===== config.mk =====
export PLATFORM = sky130hd
export DESIGN_NAME = req_prio_encoder
export DESIGN_NICKNAME = d
export VERILOG_FILES = /design/src/rtl/req_enc_pkg.sv /design/src/rtl/prio_pick.sv /design/src/rtl/req_prio_encoder.sv
export SDC_FILE = /design/constraint.sdc
export NUM_CORES = 1
export LEC_CHECK = 0
export ABC_AREA = 1
export BUFFER_PORTS_ARGS = -buffer_cell sky130_fd_sc_hd__buf_4
export CAP_MARGIN = 20
export CORE_MARGIN = 5
export CORE_UTILIZATION = 33
export CTS_BUF_LIST = sky130_fd_sc_hd__clkbuf_8
export DETAILED_ROUTE_END_ITERATION = 16
export GPL_TIMING_DRIVEN = 1
export PLACE_DENSITY = 0.6
export SYNTH_ARGS = -nofsm -noshare
export SYNTH_HDL_FRONTEND = slang
export SYNTH_HIERARCHICAL = 1
export SYNTH_SLANG_ARGS = --single-unit

===== constraint.sdc =====
create_clock -name clk -period 1.7 [get_ports clk]
set_clock_uncertainty 0.15 [all_clocks]
set_input_delay 0.34 -clock clk [delete_from_list [all_inputs] [get_ports clk]]
set_output_delay 0.34 -clock clk [all_outputs]
set_load 0.03 [all_outputs]

===== src/rtl/req_enc_pkg.sv =====
// Shared types and helpers for the active-low request priority encoder.
package req_enc_pkg;

  localparam int N_DEFAULT = 4;

  typedef enum logic {
    IDLE = 1'b0,
    HOLD = 1'b1
  } state_e;

  function automatic int idx_width(input int n);
    return $clog2(n);
  endfunction

endpackage


===== src/rtl/prio_pick.sv =====
// Combinational pick of one pending index. Searches downward from start by default,
// upward from start when REQ_ENC_ROUND_ROBIN_EN is defined.
module prio_pick
  import req_enc_pkg::*;
#(
  parameter int N = N_DEFAULT
) (
  input  logic [N-1:0]            pending,
  input  logic [idx_width(N)-1:0] start,
  output logic [idx_width(N)-1:0] idx
);

  localparam int IW = idx_width(N);

  logic [IW-1:0] w_cand;
  logic          w_found;

  // N is a power of two, so IW-bit arithmetic wraps modulo N for free
  always_comb begin
    idx     = '0;
    w_cand  = '0;
    w_found = 1'b0;
    for (int i = 0; i < N; i++) begin
`ifdef REQ_ENC_ROUND_ROBIN_EN
      w_cand = start + IW'(i);
`else
      w_cand = start - IW'(i);
`endif
      if (!w_found && pending[w_cand]) begin
        idx     = w_cand;
        w_found = 1'b1;
      end
    end
  end

endmodule


===== src/rtl/req_prio_encoder.sv =====
// Captures falling edges on active-low request lines and grants one index at a time
// over a valid/ready handshake. Optional rotating priority: REQ_ENC_ROUND_ROBIN_EN.
module req_prio_encoder
  import req_enc_pkg::*;
#(
  parameter int N = N_DEFAULT
) (
  input  logic                    clk,
  input  logic                    rst,
  input  logic [N-1:0]            req_n,
  input  logic                    en_n,
  output logic [idx_width(N)-1:0] out_idx,
  output logic                    out_valid,
  input  logic                    out_ready,
  output logic                    any_n,
  output logic [N-1:0]            pend,
  output logic                    ovf
);

  localparam int IW = idx_width(N);

  state_e        r_state;
  logic [N-1:0]  r_pend;
  logic [N-1:0]  r_prev_n;
  logic [IW-1:0] r_idx;
  logic          r_valid;
  logic          r_ovf;

  logic [N-1:0]  w_fall;
  logic [N-1:0]  w_clr;
  logic          w_accept;
  logic [IW-1:0] w_start;
  logic [IW-1:0] w_pick;

  assign w_fall   = r_prev_n & ~req_n & {N{~en_n}};
  assign w_accept = (r_state == HOLD) && out_ready;

  always_comb begin
    w_clr = '0;
    if (w_accept) w_clr[r_idx] = 1'b1;
  end

`ifdef REQ_ENC_ROUND_ROBIN_EN
  logic [IW-1:0] r_last;

  always_ff @(posedge clk) begin
    if (rst) r_last <= IW'(N - 1);
    else if (w_accept) r_last <= r_idx;
  end

  assign w_start = r_last + IW'(1);
`else
  assign w_start = IW'(N - 1);
`endif

  prio_pick #(.N(N)) u_pick (
    .pending (r_pend),
    .start   (w_start),
    .idx     (w_pick)
  );

  // A set landing on the same edge as its clear wins, so a re-fall is not lost
  always_ff @(posedge clk) begin
    if (rst) begin
      r_pend   <= '0;
      r_prev_n <= '1;
      r_ovf    <= 1'b0;
    end else begin
      r_pend   <= (r_pend & ~w_clr) | w_fall;
      r_prev_n <= req_n;
      r_ovf    <= r_ovf | (|(w_fall & r_pend));
    end
  end

  always_ff @(posedge clk) begin
    if (rst) begin
      r_state <= IDLE;
      r_idx   <= '0;
      r_valid <= 1'b0;
    end else begin
      case (r_state)
        IDLE: begin
          if (|r_pend) begin
            r_idx   <= w_pick;
            r_valid <= 1'b1;
            r_state <= HOLD;
          end
        end
        HOLD: begin
          if (out_ready) begin
            r_valid <= 1'b0;
            r_state <= IDLE;
          end
        end
        default: r_state <= IDLE;
      endcase
    end
  end

  assign out_idx   = r_idx;
  assign out_valid = r_valid;
  assign pend      = r_pend;
  assign ovf       = r_ovf;
  assign any_n     = ~|r_pend;

endmodule


==> impl_results.rst, run 1 <==
.. list-table::
   :header-rows: 1

   * - Metric
     - Value
   * - Gp weighted congestion
     - 0.732
   * - Top post-synthesis cells by count
     - sky130_fd_sc_hd__nand2_1 (37), sky130_fd_sc_hd__dfxtp_1 (13), sky130_fd_sc_hd__nand3_1 (12), sky130_fd_sc_hd__inv_1 (11), sky130_fd_sc_hd__nand2_2 (9)
   * - Peak supply drop
     - 600 uV
   * - Antenna-violating nets left
     - 0
   * - Crit Reg-Reg Startpoint
     - pend[3]
   * - Vias after detailed routing
     - 736
   * - Post-CTS setup buffers
     - 0
   * - Number of nets at the end of the flow
     - 150
   * - Filler cell count in the final layout
     - about 230
   * - Buffer depth of the longest clock path
     - 2
   * - Setup slack after placement
     - 0.200 ns
   * - Routed metal-1 wirelength
     - between 700 and 800 um
   * - Clk sinks
     - 13
   * - Buffers added on ports
     - 16
   * - Clock latency reported for the late side of the worst-skew pair
     - approximately 0.24 ns
   * - H-tree depth
     - 1
   * - Vias in the first global route
     - about 700
   * - Die height
     - a little under 60 um
   * - Synth top area cells
     - sky130_fd_sc_hd__dfxtp_1 (35%), sky130_fd_sc_hd__nand2_1 (18%), sky130_fd_sc_hd__nand3_1 (8.0%)
   * - Synth Area per Inst
     - between 6 and 7 um2
   * - Maximum operating frequency
     - 624 MHz
   * - Number of hold buffers added after CTS
     - 0
   * - Final-report max-slew violation count
     - 0
   * - Kind of launch point of the worst setup path
     - register
   * - Category of the critical setup timing path
     - reg -> out
   * - Row count
     - 17
   * - Crit path time final
     - 1.60 ns
   * - Data required, critical path
     - ~1.2 ns
   * - Post-Synthesis Cells
     - 116
   * - Nature of the critical path endpoint
     - output pin
   * - Overall global routing resource usage
     - 10.8%
   * - Detailed-routing iteration count for the pre-antenna-repair pass
     - 3
   * - Detailed Route WL
     - between 1500 and 2000 um
   * - Maximum number of pins on one net before global-route repair
     - 13
   * - Synth top area share
     - 34.6%
   * - CTS tree
     - built
   * - Storage element area
     - 262 um2
   * - Unrepaired setup endpoints after global routing
     - no
   * - Post-synth top flop
     - sky130_fd_sc_hd__dfxtp_1
   * - Area taken by multi-input logic gates
     - ~440 um2
   * - Register bit total from synthesis
     - 13
   * - Fin. Hold Viols
     - 0
   * - Total negative setup slack
     - 0 ns
   * - Worst setup path startpoint
     - pend[2]
   * - Period Utilization, post-route
     - between 90% and 100%
   * - Post-synthesis cell type count
     - 22
   * - Highest metal layer with signal wires
     - met4
   * - I/O pins
     - 17
   * - Die outline width
     - 57.8 um
   * - Clock slew at the register clock pins of the worst setup and hold paths
     - about 0.050 ns
   * - HP Start
     - req_n[1]
   * - Number of flops mapped to enable cells by yosys
     - 0
   * - Setup violation total in the final timing report
     - 0
   * - Max-cap violations
     - 0
   * - Path type of the worst min-delay path
     - in -> reg
   * - Area growth syn-to-layout
     - 29.1%
   * - Number of buffers created by CTS
     - 3
   * - Largest area contributor in the netlist
     - sky130_fd_sc_hd__dfxtp_1
   * - Result of the run
     - completed
   * - Post-detail-place hpwl
     - 1300 um
   * - Mapped cell area
     - between 700 and 800 um2
   * - Pwr dens
     - 865 nW/um2
   * - Final total power
     - around 0.84 mW
   * - Antenna diode instance count
     - 0
   * - Leakage power
     - 0.500 nW
   * - 1st-iter DRT viols
     - 15
   * - Number of antenna violations at the first check in global routing
     - 0
   * - Register area share after synthesis
     - 34.6%
   * - Met3 Wirelength
     - 79 um
   * - Master cell of the clock root buffer
     - sky130_fd_sc_hd__clkbuf_8
   * - Fraction of final layout cells sized beyond drive strength 1
     - 29.1%
   * - Post-synth ARST share
     - 0%
   * - Die area
     - around 3300 um2
   * - First-pass GRT wire length
     - around 2800 um
   * - Ratio of routed vias to standard cells
     - between 4 and 5
   * - Routed length on met2
     - around 740 um
   * - Yosys warnings
     - 6
   * - Core Area
     - 2190 um2
   * - Final critical-path setup slack
     - 0.0967 ns
   * - GRT Residual Overflow
     - 0
   * - Average wire per standard cell
     - ~9.7 um
   * - Critical path data arrival time
     - 1.11 ns
   * - Initial Utilization
     - 34.4%
   * - # DRC
     - 0
   * - Most numerous cell in the Yosys netlist
     - sky130_fd_sc_hd__nand2_1
   * - Critical Path Fanout Max
     - 6
==> placed cells by master, fill, tap and decap left out, types with 2 or more instances in the layout <==
master	n
sky130_fd_sc_hd__nor2_2	2
sky130_fd_sc_hd__nand3_1	12
sky130_fd_sc_hd__buf_4	18
sky130_fd_sc_hd__a21oi_1	4
sky130_fd_sc_hd__conb_1	6
sky130_fd_sc_hd__a21oi_2	2
sky130_fd_sc_hd__nor2_1	7
sky130_fd_sc_hd__nand2_1	37
sky130_fd_sc_hd__clkbuf_8	3
sky130_fd_sc_hd__o21ai_0	5
sky130_fd_sc_hd__inv_1	12
sky130_fd_sc_hd__nand2_2	9
sky130_fd_sc_hd__dfxtp_1	12
sky130_fd_sc_hd__or2_2	3
==> final cells by class <==
class,count,area share [%]
Tap cell,28,3.60
Clock buffer,3,4.25
Clock inverter,1,0.386
Multi-Input combinational cell,93,45.7
Timing Repair Buffer,18,13.9
Inverter,13,5.28
Sequential cell,13,26.9
==> routing by layer <==
metal	GRT usage, %	vias to the layer above
li1	-	409
met1	12.9	307
met2	16.9	16
met3	2.90	4
met4	6.95	0
met5	0	-
==> where the power goes <==
| part | total [mW] | switching (mW) | internal [mW] | leakage [nW] |
|---|---|---|---|---|
| Clock | 0.264 | 0.105 | 0.159 | 0.0269 |
| Combinational | 0.226 | 0.138 | 0.0884 | 0.365 |
| Sequential | 0.351 | 0.0213 | 0.330 | 0.108 |
| Total | 0.841 | 0.264 | 0.577 | 0.500 |
==> sequential cells by signal, summed over array words and instances (netlist names) <==
name,count
out_idx,2
r_prev_n,4
r_state,1
out_valid,1
ovf,1
pend,4
==> worst max-delay path, stage by stage (launching register included) <==
cell and delay [ns]:
sky130_fd_sc_hd__dfxtp_2 0.33, sky130_fd_sc_hd__buf_4 0.14, sky130_fd_sc_hd__nor2_2 0.08, sky130_fd_sc_hd__nand2_2 0.10, sky130_fd_sc_hd__inv_1 0.07, sky130_fd_sc_hd__buf_4 0.15
==> timing repair <==
action,4_1_cts,5_1_grt
hold endpoints to repair,0,0
endpoints found under the setup margin,0,1
resized for setup,0,1
==> cells by family after synthesis <==
family	synth area share [%]
simple gates	44.0
compound gates	12.0
buf+inv	8.97
flops	34.6
other cells	0.498
==> through the flow <==
step | utilization [%] | hold slack, ns | area [um2] | instances
floorplan | - | 0.287 | 772 | 121
CTS | 44.3 | 0.131 | 971 | 169
global placement | 42.3 | 0.304 | 926 | 165
global route | 44.4 | 0.142 | 972 | 169
finish | 44.4 | 0.133 | 972 | 169
detailed placement | 42.3 | 0.309 | 926 | 165
==> final timing paths <==
check / to / cells after the start / slack, ns
setup / recovery: any_n / 5 / 0.1
hold / removal: r_prev_n[1] / 3 / 0.13
setup reg to reg: out_idx[0] / 10 / 0.18
hold reg to reg: pend[2] / 2 / 0.31
No activity file was read; power rests on OpenSTA's default activity.
==> run 2: changes to the inputs <==
--- a/config.mk
+++ b/config.mk
@@ -5,15 +5,14 @@
 export SDC_FILE = /design/constraint.sdc
 export NUM_CORES = 1
 export LEC_CHECK = 0
-export ABC_AREA = 1
 export BUFFER_PORTS_ARGS = -buffer_cell sky130_fd_sc_hd__buf_4
 export CAP_MARGIN = 20
-export CORE_MARGIN = 5
+export CORE_MARGIN = 2
 export CORE_UTILIZATION = 33
 export CTS_BUF_LIST = sky130_fd_sc_hd__clkbuf_8
 export DETAILED_ROUTE_END_ITERATION = 16
 export GPL_TIMING_DRIVEN = 1
-export PLACE_DENSITY = 0.6
+export PLACE_DENSITY = 0.62
 export SYNTH_ARGS = -nofsm -noshare
 export SYNTH_HDL_FRONTEND = slang
 export SYNTH_HIERARCHICAL = 1
==> run 2 against run 1 <==
  * The flow now finishes with violations (setup timing)
  * Die area down 36%
  * Total power is 0.30% lower
  * Count of clock-buffer cells in the layout unchanged
  * Worst setup slack worse by 0.18 ns
  * Largest cell class unchanged
  * Largest power group unchanged
  * Global-route usage increased by 5.9 points
  * Cell area decreased by 13%
  * Critical path depth shrank 2
  * Core utilization increased by 5.8 points
  * Highest routed layer unchanged
==> impl_results.rst, run 2 <==
.. list-table::
   :header-rows: 1

   * - Metric
     - Value
   * - Final total power
     - 0.839 mW
   * - Synth top area cells
     - sky130_fd_sc_hd__dfxtp_1 (44%), sky130_fd_sc_hd__a21oi_1 (6.8%), sky130_fd_sc_hd__or2_2 (5.3%)
   * - Setup violation total in the final timing report
     - 1
   * - Vias in the first global route
     - 574
   * - Cell count after placement
     - 110
   * - Clock latency reported for the late side of the worst-skew pair
     - between 0.2 and 0.25 ns
   * - Clock slew at the register clock pins of the worst setup and hold paths
     - 0.05 ns
   * - Critical path data arrival time
     - 1.30 ns
   * - Clk sinks
     - 13
   * - Fraction of met3 tracks used by global routing
     - 2.35%
   * - Antenna diode instance count
     - 0
   * - Post-Synthesis Cells
     - 68
   * - Detailed Route WL
     - 1500 um
   * - Largest area contributor in the netlist
     - sky130_fd_sc_hd__dfxtp_1
   * - Post-synthesis cell type count
     - 27
   * - Peak supply drop
     - approximately 480 uV
   * - GRT Residual Overflow
     - 0
   * - Maximum operating frequency
     - 560 MHz
   * - Final-report max-slew violation count
     - 0
   * - Crit path time final
     - approximately 1.8 ns
   * - Met1 layer usage reported by global route
     - 21.9%
   * - Category of the critical setup timing path
     - reg -> out
   * - Pwr dens
     - 990 nW/um2
   * - Setup slack after placement
     - 0.107 ns
   * - Average wire per standard cell
     - 12.9 um
   * - Fin area
     - between 800 and 900 um2
   * - Die area
     - 2130 um2
   * - Initial Utilization
     - between 30% and 40%
   * - Unrepaired setup endpoints after global routing
     - yes
   * - Detailed-routing iteration count for the pre-antenna-repair pass
     - 4
   * - Commonest cells after routing, fill and taps aside
     - sky130_fd_sc_hd__buf_4 (22), sky130_fd_sc_hd__dfxtp_1 (12), sky130_fd_sc_hd__a21oi_1 (8), sky130_fd_sc_hd__conb_1 (8), sky130_fd_sc_hd__inv_1 (6)
   * - # DRC
     - 0
   * - Ratio of routed vias to standard cells
     - 5.13
   * - Result of the run
     - complete, but fails checks
   * - Synth top area share
     - 44.4%
   * - Fraction of power consumed by the clock network
     - about a third
   * - Master cell of the clock root buffer
     - sky130_fd_sc_hd__clkbuf_8
   * - Path type of the worst min-delay path
     - in -> reg
   * - Yosys warnings
     - 6
   * - Buffer depth of the longest clock path
     - 2
   * - I/O pins
     - 17
   * - Sequential Power Share
     - 42.5%
   * - Cell Count, Final, Fillers Out
     - 117
   * - Number of flops mapped to enable cells by yosys
     - 0
   * - Most common cell after layout, fill and taps aside
     - sky130_fd_sc_hd__buf_4
   * - Data required, critical path
     - 1.21 ns
   * - Fin. Hold Viols
     - 0
   * - Nature of the critical path endpoint
     - output pin
   * - Post-detail-place hpwl
     - 1070 um
   * - Vias after detailed routing
     - 600
   * - Register bit total from synthesis
     - 13
   * - Net switching power
     - between 0.2 and 0.3 mW
   * - Antenna-violating nets left
     - 0
   * - Area taken by multi-input logic gates
     - roughly 320 um2
   * - Area of placed instances
     - 774 um2
   * - CTS tree
     - built
   * - Area growth syn-to-layout
     - 44.7%
   * - Core Area
     - 1690 um2
   * - Die height
     - 46.1 um
   * - Tightest hold margin
     - 0.148 ns
   * - Most numerous cell in the Yosys netlist
     - sky130_fd_sc_hd__dfxtp_1
   * - Number of nets at the end of the flow
     - 109
   * - Top post-synthesis cells by count
     - sky130_fd_sc_hd__dfxtp_1 (13), sky130_fd_sc_hd__a21oi_1 (8), sky130_fd_sc_hd__inv_1 (5), sky130_fd_sc_hd__nor2_1 (5), sky130_fd_sc_hd__or2_2 (5)
   * - 1st-iter DRT viols
     - 8
   * - Row count
     - 15
   * - Failing checks
     - setup timing
   * - Synth Area per Inst
     - 8.61 um2
   * - Max-cap violations
     - 0
   * - Leakage power
     - 0.372 nW
   * - Maximum number of pins on one net before global-route repair
     - 14
   * - Period Utilization, post-route
     - 105%
   * - Number of hold buffers added after CTS
     - 0
   * - Mapped cell area
     - 586 um2
   * - Internal Dissipation
     - 0.587 mW
   * - Combinational Power Share
     - between 20% and 30%
   * - Post-synth top flop
     - sky130_fd_sc_hd__dfxtp_1
   * - Fraction of final layout cells sized beyond drive strength 1
     - 39.0%
   * - Storage element area
     - between 200 and 300 um2
   * - Overall global routing resource usage
     - around 17%
   * - Post-synth ARST share
     - 0%
   * - Buffers added on ports
     - 16
   * - Filler cell count in the final layout
     - 180
   * - First-pass GRT wire length
     - 2480 um
   * - Die outline width
     - 46.1 um
   * - Global-route layer with the greatest usage
     - met2
   * - Final critical-path setup slack
     - -0.0870 ns
   * - Switching part of the total
     - 30.0%
   * - Gp weighted congestion
     - 0.720
   * - Register area share after synthesis
     - 44.4%
   * - Routing usage on met2
     - 26.4%
   * - Number of buffers created by CTS
     - 3
   * - Number of antenna violations at the first check in global routing
     - 0
   * - H-tree depth
     - 1
   * - Critical Path Fanout Max
     - 2
   * - Kind of launch point of the worst setup path
     - register
run 2: cell type report:
class	instances	share of cell area [%]
Inverter	6	3.25
Timing Repair Buffer	23	20.8
Clock inverter	1	0.443
Clock buffer	3	4.87
Multi-Input combinational cell	54	37.2
Sequential cell	13	30.9
Tap cell	17	2.51
run 2: per-layer routing:
metal / vias to the layer above / wire length, um
met2: 11 / 770
met1: 286 / 673
met5: - / 0
met3: 2 / 40
li1: 301 / -
met4: 0 / 19
run 2: final timing paths:
path | start | to | slack (ns) | cells past startpoint
setup / recovery | pend[1] | any_n | -0.09 | 3
hold / removal | req_n[3] | r_prev_n[3] | 0.15 | 2
setup reg to reg | pend[1] | out_valid | 0.15 | 4
hold reg to reg | r_prev_n[2] | pend[2] | 0.31 | 2
run 2: cell families after synthesis:
group / share of synthesized area (%)
AOI/OAI and AO/OA: 26.5
and+or+nand+nor: 22.2
DFF: 44.4
buffers and inverters: 6.20
other: 0.640
run 2: repair_timing:
| item | in CTS | in global routing |
|---|---|---|
| pin swaps | 1 | 1 |
| gates resized for setup | 1 | 1 |
| setup endpoints to repair | 1 | 1 |
| gates cloned | 0 | 0 |
| setup buffers | 2 | 1 |
run 2: critical path, stage by stage, from the launching register on:
cell and delay [ns]:
sky130_fd_sc_hd__dfxtp_2 0.32, sky130_fd_sc_hd__or4_4 0.56, sky130_fd_sc_hd__clkinv_4 0.07, sky130_fd_sc_hd__buf_6 0.12
run 2: through the flow:
stage | utilization (%) | TNS (ns)
4_1_cts | 49.6 | -0.0839
5_1_grt | 50.1 | -0.110
2_1_floorplan | - | 0
3_3_place_gp | 45.9 | 0
6_report | 50.1 | -0.0870
3_5_place_dp | 45.9 | 0
run 2: power by group through the flow:
stage | logic, mW | clock network [mW] | registers [mW]
finish | 0.215 | 0.267 | 0.357
detailed placement | 0.193 | 0 | 0.361
global placement | 0.190 | 0 | 0.360
global route | 0.232 | 0.288 | 0.360
CTS | 0.208 | 0.270 | 0.354
floorplan | 0.0916 | 0 | 0.387
==> run 3: changes to the inputs <==
--- a/config.mk
+++ b/config.mk
@@ -5,6 +5,7 @@
 export SDC_FILE = /design/constraint.sdc
 export NUM_CORES = 1
 export LEC_CHECK = 0
+export ABC_AREA = 1
 export BUFFER_PORTS_ARGS = -buffer_cell sky130_fd_sc_hd__buf_4
 export CAP_MARGIN = 20
 export CORE_MARGIN = 2
@@ -12,8 +13,7 @@
 export CTS_BUF_LIST = sky130_fd_sc_hd__clkbuf_8
 export DETAILED_ROUTE_END_ITERATION = 16
 export GPL_TIMING_DRIVEN = 1
-export PLACE_DENSITY = 0.62
+export PLACE_DENSITY = 0.63
 export SYNTH_ARGS = -nofsm -noshare
 export SYNTH_HDL_FRONTEND = slang
-export SYNTH_HIERARCHICAL = 1
 export SYNTH_SLANG_ARGS = --single-unit
==> run 3 against run 2 <==
  * The run now ends clean
  * Sequential share of layout area increased by 5.9 points
  * Routed wire length decreased by 29%
  * Worst setup slack improved by 0.28 ns
  * Critical path type unchanged
==> impl_results.rst, run 3 <==
.. list-table::
   :header-rows: 1

   * - Metric
     - Value
   * - Post-Synthesis Cells
     - 69
   * - Worst Hold Path EP
     - r_prev_n[1]
   * - Fraction of final layout cells sized beyond drive strength 1
     - 33.0%
   * - Crit path time final
     - 1.51 ns
   * - Number of nets at the end of the flow
     - 97
   * - Overall global routing resource usage
     - 13.2%
   * - Critical path data arrival time
     - 1.02 ns
   * - Crit Reg-Reg Startpoint
     - pend[3]
   * - CTS tree
     - built
   * - Combinational Power Share
     - a little over a fifth
   * - Vias after detailed routing
     - 486
   * - Fin. Hold Viols
     - 0
   * - Antenna-violating nets left
     - 0
   * - Pwr dens
     - ~1100 nW/um2
   * - First-pass GRT wire length
     - 1750 um
   * - Final critical-path setup slack
     - 0.191 ns
   * - Number of flops mapped to enable cells by yosys
     - 0
   * - HP Start
     - req_n[1]
   * - Row count
     - 14
   * - Total negative setup slack
     - 0 ns
   * - Clock latency reported for the late side of the worst-skew pair
     - approximately 0.24 ns
   * - Die area
     - a little under 2000 um2
   * - Setup slack after placement
     - 0.443 ns
   * - Internal Dissipation
     - 0.560 mW
   * - Period Utilization, post-route
     - roughly nine tenths
   * - Register area share after synthesis
     - 49.3%
   * - Category of the critical setup timing path
     - reg -> out
   * - Worst slew pin tran
     - 0.289 ns
   * - Synth top area cells
     - sky130_fd_sc_hd__dfxtp_1 (49%), sky130_fd_sc_hd__nand2_1 (8.5%), sky130_fd_sc_hd__inv_1 (6.4%)
   * - Nature of the critical path endpoint
     - output pin
   * - Largest area contributor in the netlist
     - sky130_fd_sc_hd__dfxtp_1
   * - Path type of the worst min-delay path
     - in -> reg
   * - Die height
     - approximately 44 um
   * - Number of hold buffers added after CTS
     - 0
   * - Detailed Route WL
     - between 1000 and 1500 um
   * - Die outline width
     - 44 um
   * - Core Area
     - about 1500 um2
   * - Data required, critical path
     - 1.21 ns
   * - Max-Slew Margin vs Limit
     - about four fifths
   * - Detailed-routing iteration count for the pre-antenna-repair pass
     - 3
   * - Kind of launch point of the worst setup path
     - register
   * - Gp weighted congestion
     - approximately 0.7
   * - Max-cap violations
     - 0
   * - Cell Count, Final, Fillers Out
     - 104
   * - Tightest hold margin
     - ~0.13 ns
   * - Post-synthesis cell type count
     - 15
   * - Number of antenna violations at the first check in global routing
     - 0
   * - Mapped cell area
     - 528 um2
   * - Yosys warnings
     - 0
   * - Clock slew at the register clock pins of the worst setup and hold paths
     - roughly 0.05 ns
   * - Vias in the first global route
     - 417
   * - Average wire per standard cell
     - 10.2 um
   * - Slack of the worst reg-to-reg path
     - 0.60 ns
   * - Post-detail-place hpwl
     - roughly 800 um
   * - Switching part of the total
     - 29.7%
   * - Initial Utilization
     - 35.0%
   * - Buffer depth of the longest clock path
     - 2
   * - Final total power
     - 0.797 mW
   * - Master cell of the clock root buffer
     - sky130_fd_sc_hd__clkbuf_8
   * - Logic depth of the worst register-to-register path
     - 6
   * - Hold path depth
     - 3
   * - Synth top area share
     - 49.3%
   * - # DRC
     - 0
   * - Unrepaired setup endpoints after global routing
     - no
   * - Peak supply drop
     - between 400 and 500 uV
   * - I/O pins
     - 17
   * - FF-to-FF End
     - out_valid
   * - Ratio of routed vias to standard cells
     - between 4 and 5
   * - Commonest cells after routing, fill and taps aside
     - sky130_fd_sc_hd__buf_4 (16), sky130_fd_sc_hd__dfxtp_1 (13), sky130_fd_sc_hd__nand2_1 (12), sky130_fd_sc_hd__inv_1 (10), sky130_fd_sc_hd__nor2_1 (7)
   * - Most common cell after layout, fill and taps aside
     - sky130_fd_sc_hd__buf_4
   * - Most numerous cell in the Yosys netlist
     - sky130_fd_sc_hd__dfxtp_1
   * - Leakage power
     - around 0.34 nW
   * - Antenna diode instance count
     - 0
   * - Cell count after placement
     - 100
   * - Clk sinks
     - 13
   * - Fraction of power consumed by the clock network
     - 33.7%
   * - Number of buffers created by CTS
     - 3
   * - Critical Path Fanout Max
     - 6
   * - Top post-synthesis cells by count
     - sky130_fd_sc_hd__dfxtp_1 (13), sky130_fd_sc_hd__nand2_1 (12), sky130_fd_sc_hd__inv_1 (9), sky130_fd_sc_hd__nor2_1 (7)
   * - GRT Residual Overflow
     - 0
   * - Filler cell count in the final layout
     - 153
   * - H-tree depth
     - 1
   * - 1st-iter DRT viols
     - 3
   * - PostCTS Resize Cnt
     - 0
   * - Maximum operating frequency
     - 663 MHz
   * - Syn nets
     - 77
   * - Synth Area per Inst
     - around 7.7 um2
   * - Setup violation total in the final timing report
     - 0
   * - Maximum number of pins on one net before global-route repair
     - 12
   * - Sequential Power Share
     - 44.4%
   * - Result of the run
     - completed
   * - Register bit total from synthesis
     - 13
   * - Post-synth top flop
     - sky130_fd_sc_hd__dfxtp_1
   * - Post-CTS setup buffers
     - 0
   * - Post-synth ARST share
     - 0%
   * - Final-report max-slew violation count
     - 0
   * - Buffers added on ports
     - 16
   * - Net switching power
     - 0.236 mW
   * - Area growth syn-to-layout
     - 34.1%
## run 3: cells by family after synthesis
family,share of synthesized area (%)
buffers and inverters,8.05
AOI/OAI and AO/OA,17.3
and+or+nand+nor,25.4
DFF,49.3
## run 3: worst max-delay path by stage
| stage | endpoint | cells after the start | startpoint | slack (ns) |
|---|---|---|---|---|
| floorplan | any_n | 3 | pend[3] | 0.33 |
| global placement | any_n | 4 | pend[3] | 0.46 |
| detailed placement | any_n | 4 | pend[3] | 0.44 |
| CTS | any_n | 4 | pend[3] | 0.18 |
| global route | any_n | 4 | pend[3] | 0.12 |
| finish | any_n | 4 | pend[3] | 0.19 |
## run 3: layout make-up
cell class / instances / area (um2) / area share, %
Clock inverter: 1 / 3.75 / 0.530
Inverter: 10 / 37.5 / 5.30
Sequential cell: 13 / 260 / 36.7
Timing Repair Buffer: 16 / 120 / 17.0
Tap cell: 16 / 20.0 / 2.83
Multi-Input combinational cell: 45 / 225 / 31.8
Clock buffer: 3 / 41.3 / 5.83
## run 3: metrics by stage
step           instance area, um2  utilization [%]
4_1_cts                       708             47.0
3_5_place_dp                  663             44.0
2_1_floorplan                 528                -
6_report                      708             47.0
3_3_place_gp                  663             44.0
5_1_grt                       708             47.0
## run 3: power groups by stage
| stage | registers [mW] | clock network (mW) | logic [mW] |
|---|---|---|---|
| after floorplan | 0.392 | 0 | 0.0815 |
| after detailed placement | 0.360 | 0 | 0.177 |
| final | 0.353 | 0.268 | 0.175 |
| after global placement | 0.360 | 0 | 0.178 |
| after global routing | 0.357 | 0.287 | 0.192 |
| after CTS | 0.354 | 0.276 | 0.178 |
## run 3: critical path: stages, from the launching register on
cell                      delay (ns)
sky130_fd_sc_hd__dfxtp_1        0.35
sky130_fd_sc_hd__nor2_2         0.15
sky130_fd_sc_hd__nand2_2        0.08
sky130_fd_sc_hd__inv_1          0.05
sky130_fd_sc_hd__buf_4          0.15
## run 3: layer usage
metal / part of all wire, % / track usage (%)
met5: 0 / 0
met4: 4.7 / 12.7
met1: 43 / 15.8
met3: 5.6 / 4.17
met2: 46 / 18.2
